[src/rtl/half_adder_unit.sv]
// half_adder_unit: WIDTH independent half-adder lanes.
// The combinational sum/cout outputs are available with zero latency, and a
// one-stage registered copy carries a valid flag. A saturating counter records
// how many accepted cycles produced a carry in at least one lane.
// Bitwise operators keep lanes isolated, so an X/Z on one lane stays on that
// lane. No backpressure: a new operand pair can be accepted every cycle.
module half_adder_unit #(
  parameter int WIDTH = 1,
  parameter int CNT_W = 16
) (
  input  logic             clk,
  input  logic             rst_n,
  input  logic [WIDTH-1:0] a,
  input  logic [WIDTH-1:0] b,
  input  logic             in_valid,
  input  logic             cnt_clr,
  output logic [WIDTH-1:0] sum,
  output logic [WIDTH-1:0] cout,
  output logic [WIDTH-1:0] sum_q,
  output logic [WIDTH-1:0] cout_q,
  output logic             out_valid,
  output logic [CNT_W-1:0] carry_cnt
);

  // Increment that sticks at the all-ones value instead of wrapping to zero.
  function automatic logic [CNT_W-1:0] sat_inc(input logic [CNT_W-1:0] v);
    logic [CNT_W-1:0] r;
    if (&v) r = v;
    else    r = v + CNT_W'(1);
    return r;
  endfunction

  // ---- stage p0: combinational half-adder lanes ----
  logic [WIDTH-1:0] sum_p0;
  logic [WIDTH-1:0] cout_p0;
  logic             vld_p0;
  logic             any_carry_p0;

  assign sum_p0       = a ^ b;
  assign cout_p0      = a & b;
  assign vld_p0       = in_valid;
  assign any_carry_p0 = |cout_p0;

  assign sum  = sum_p0;
  assign cout = cout_p0;

  // ---- stage p1: registered result, valid flag and carry-event counter ----
  logic [WIDTH-1:0] sum_p1_d,  sum_p1_q;
  logic [WIDTH-1:0] cout_p1_d, cout_p1_q;
  logic             vld_p1_d,  vld_p1_q;
  logic [CNT_W-1:0] cnt_d,     cnt_q;

  // Next-state: capture on valid, otherwise hold data; clear beats increment.
  always_comb begin
    sum_p1_d  = sum_p1_q;
    cout_p1_d = cout_p1_q;
    vld_p1_d  = vld_p0;
    cnt_d     = cnt_q;
    if (vld_p0) begin
      sum_p1_d  = sum_p0;
      cout_p1_d = cout_p0;
    end
    if (cnt_clr) begin
      cnt_d = '0;
    end else if (vld_p0 && any_carry_p0) begin
      cnt_d = sat_inc(cnt_q);
    end
  end

  // State registers; asynchronous reset clears results, valid and counter.
  always_ff @(posedge clk or negedge rst_n) begin
    if (!rst_n) begin
      sum_p1_q  <= '0;
      cout_p1_q <= '0;
      vld_p1_q  <= 1'b0;
      cnt_q     <= '0;
    end else begin
      sum_p1_q  <= sum_p1_d;
      cout_p1_q <= cout_p1_d;
      vld_p1_q  <= vld_p1_d;
      cnt_q     <= cnt_d;
    end
  end

  assign sum_q     = sum_p1_q;
  assign cout_q    = cout_p1_q;
  assign out_valid = vld_p1_q;
  assign carry_cnt = cnt_q;

endmodule

[config.mk]
export PLATFORM = sky130hd
export DESIGN_NAME = half_adder_unit
export DESIGN_NICKNAME = d
export VERILOG_FILES = /design/src/rtl/half_adder_unit.sv
export SDC_FILE = /design/constraint.sdc
export NUM_CORES = 1
export LEC_CHECK = 0
export CORE_ASPECT_RATIO = 0.7
export CORE_MARGIN = 2
export CORE_UTILIZATION = 44
export CTS_BUF_LIST = sky130_fd_sc_hd__clkbuf_4 sky130_fd_sc_hd__clkbuf_8
export DETAILED_ROUTE_END_ITERATION = 10
export PLACE_DENSITY = 0.84
export SLEW_MARGIN = 20
export SYNTH_ARGS = -nofsm -noshare
export SYNTH_HDL_FRONTEND = slang
export SYNTH_SLANG_ARGS = --single-unit
[constraint.sdc]
create_clock -name clk -period 2 [get_ports clk]
set_input_delay 0.3 -clock clk [delete_from_list [all_inputs] [get_ports clk]]
set_output_delay 0.3 -clock clk [all_outputs]
set_load 0.05 [all_outputs]
==> results of run 1 <==
-- registers in the layout (all words and copies together) (netlist names) --
name	flops
carry_cnt	16
cout_q	1
out_valid	1
sum_q	1
-- cell usage after synthesis --
cell / n / area (um2)
a2111o_1: 1 / 11.3
a211oi_1: 4 / 30.0
a21o_2: 1 / 8.76
a21oi_1: 6 / 30.0
and2_4: 1 / 8.76
and3_2: 1 / 7.51
and3_4: 2 / 22.5
and4_1: 1 / 8.76
and4_4: 1 / 11.3
buf_1: 1 / 3.75
buf_6: 1 / 11.3
clkbuf_1: 3 / 11.3
dfrtp_1: 19 / 475
ha_1: 2 / 25.0
inv_1: 2 / 7.51
mux2_2: 2 / 22.5
nand2_1: 7 / 26.3
nand3_1: 8 / 40.0
nand4_1: 1 / 6.26
nor2_1: 12 / 45.0
nor2b_1: 1 / 6.26
nor4_1: 3 / 18.8
nor4b_1: 1 / 8.76
o21ai_0: 5 / 25.0
or3_1: 4 / 25.0
xnor2_1: 9 / 78.8
xor2_1: 1 / 8.76
-- power by group --
group,total (mW),internal (mW),leakage [nW],switching [mW]
combinational,0.112,0.0450,0.271,0.0667
sequential,0.397,0.391,0.236,0.00549
clock,0.210,0.0913,0.0184,0.118
total,0.718,0.527,0.526,0.190
-- how the worst min path moves through the flow --
| stage | slack [ns] | start | end | cells past startpoint |
|---|---|---|---|---|
| finish | 0.31 | rst_n | carry_cnt[2]$_DFFE_PN0P_ | 2 |
| global route | 0.33 | rst_n | carry_cnt[8]$_DFFE_PN0P_ | 2 |
| CTS | 0.32 | rst_n | carry_cnt[9]$_DFFE_PN0P_ | 2 |
| detailed placement | 0.51 | sum_q$_DFFE_PN0P_ | sum_q$_DFFE_PN0P_ | 1 |
| global placement | 0.50 | sum_q$_DFFE_PN0P_ | sum_q$_DFFE_PN0P_ | 1 |
| floorplan | 0.004 | rst_n | carry_cnt[0]$_DFFE_PN0P_ | 0 |
-- stage by stage --
| stage | std cells | hold slack, ns | cell area, um2 | util (%) |
|---|---|---|---|---|
| final | 168 | 0.314 | 1430 | 66.7 |
| after global routing | 168 | 0.326 | 1430 | 66.7 |
| after CTS | 168 | 0.319 | 1430 | 66.7 |
| after detailed placement | 164 | 0.514 | 1400 | 65.3 |
| after global placement | 164 | 0.496 | 1400 | 65.3 |
| after floorplan | 100 | 0.00441 | 1020 | - |
-- cell type report --
class / count / area, um2
Multi-Input combinational cell: 74 / 492
Clock buffer: 4 / 30.0
Tap cell: 32 / 40.0
Sequential cell: 19 / 493
Timing Repair Buffer: 37 / 363
Fill cell: 191 / 712
Inverter: 2 / 7.51
-- placed cells by master, fill, tap and decap left out, drive strengths merged --
cell type / instances
o21ai: 5
inv: 2
a2111o: 1
nor4: 3
xor2: 1
and3: 3
or3: 4
dfrtp: 19
xnor2: 9
and2: 1
and4: 2
a21oi: 6
a21o: 1
nand2: 7
nor2b: 1
nand4: 1
clkbuf: 4
nor4b: 1
clkdlybuf4s50: 24
mux2: 2
buf: 13
a211oi: 4
nand3: 8
ha: 2
nor2: 12
-- per-layer routing --
metal | up-vias | wire length [um] | track usage, %
met5 | - | 0 | 0
met4 | 0 | 0 | 2.61
met3 | 0 | 142 | 6.57
met2 | 28 | 1040 | 31.5
met1 | 422 | 1050 | 25.7
li1 | 431 | - | -
-- worst max-delay path: stages, from the launching register on --
cell      delay, ns
dfrtp_2        0.44
and3_2         0.23
and4_1         0.22
a2111o_1       0.43
nor2_1         0.16
mux2_4         0.31
-- logic make-up after synthesis --
family	synth area share, %
xor+xnor	8.90
mux	2.29
fa+ha+maj	2.54
flops	48.3
compound gates	10.7
buf+inv	3.43
simple gates	23.9
==> reports/summary.txt, run 1 <==
Synth-to-layout area growth = 44.7%
IO Count = 27
Total length of routed wires = 2240 um
PwrDens = 504 mW/mm2
Leak = 0.526 nW
Max Fclk = 524 MHz
Post-CTS sizing = 0
Initial DRC count = 20
Post-route ant nets = 0
All-Layer GR Usage = 19.3%
Ant diodes = 0
Vias = 881
Reg-to-Reg Start = carry_cnt[13]$_DFFE_PN0P_
Routed WL per cell = 13.3 um
Synthesized flop and latch total = 19
Slew Limit Headroom = 65.8%
Worst min path class = input port to async pin
Dpl hpwl = 1700 um
H-Tree Depth = 1
Period minus WS final = 1.91 ns
Initial antenna violation count = 0
Grt ovf = 0
Worst Setup Path Type = register to register
CP endpoint = carry_cnt[13]$_DFFE_PN0P_
Final WS setup = 0.0923 ns
Synth unique cells = 27
Worst skew pair latency = 0.30 ns
Max Cap Viol = 0
Fin nets = 145
RSZ-0062 raised after global routing = no
Post-Synthesis Cell Area = 985 um2
Core Region = 0.00214 mm2
Clock sinks = 19
Hold Buf Count CTS = 0
Max FO, Critical Path = 7
DRC violations left = 0
Number of setup buffers added after CTS = 0
Ys Warns = 0
Row count = 14
Clock root cell = clkbuf_4
CTS tree = yes
Clock skew = 0.0115 ns
Crit start category = register
Pin count of the biggest net entering global routing = 20
Post-Syn Instances = 100
Vias in the first global route = 866
Reg clk slew, reported paths = 0.11 ns
Worst setup EP type = register
# port buffers = 26
Least-Margin Pin Slew = 0.512 ns
Post-route clock period utilization = 95.4%
DIE AREA = 0.00264 mm2
Worst R2R Setup Slack = 0.09 ns
Syn Area/Cell = 9.85 um2
CTS Buf Count = 3
Post-DR vias/cell = 5.24
Tot Pwr = 0.718 mW
Syn Nets = 108
FF-to-FF End = carry_cnt[13]$_DFFE_PN0P_
Crit path DAT = 2.11 ns
Register area share after synthesis = 48.3%
Fin. Hold Viols = 0
Final count of negative-setup-slack endpoints = 0
First-pass GRT wire length = 3770 um
Share of layout cells above drive strength 1 = 29.4%
Register-to-Register Path Depth = 5
Crit path from = carry_cnt[13]$_DFFE_PN0P_
Chip width = 60.5 um
Placement Setup Slack = -0.0154 ns
GPL Wtd Cong = 0.838
Die extent in y = 43.6 um
VDD IR max = 0.450 mV
First-pass DRT Iterations = 4
Clk buf depth = 2
Starting Density = 46.1%
Post-Route Setup TNS = 0 ns
Final Slew Violations = 0
Status = finished clean
Critical path data required time = 2.20 ns
Note: power is estimated with default switching activity, not from simulation.
==> inputs of run 2 (changes only) <==
--- a/config.mk
+++ b/config.mk
@@ -9,6 +9,7 @@
 export CORE_MARGIN = 2
 export CORE_UTILIZATION = 44
 export CTS_BUF_LIST = sky130_fd_sc_hd__clkbuf_4 sky130_fd_sc_hd__clkbuf_8
+export CTS_CLUSTER_DIAMETER = 120
 export DETAILED_ROUTE_END_ITERATION = 10
 export PLACE_DENSITY = 0.84
 export SLEW_MARGIN = 20
==> results of run 2 <==
No change in the layout: final DEF, timing and power equal those of run 1.
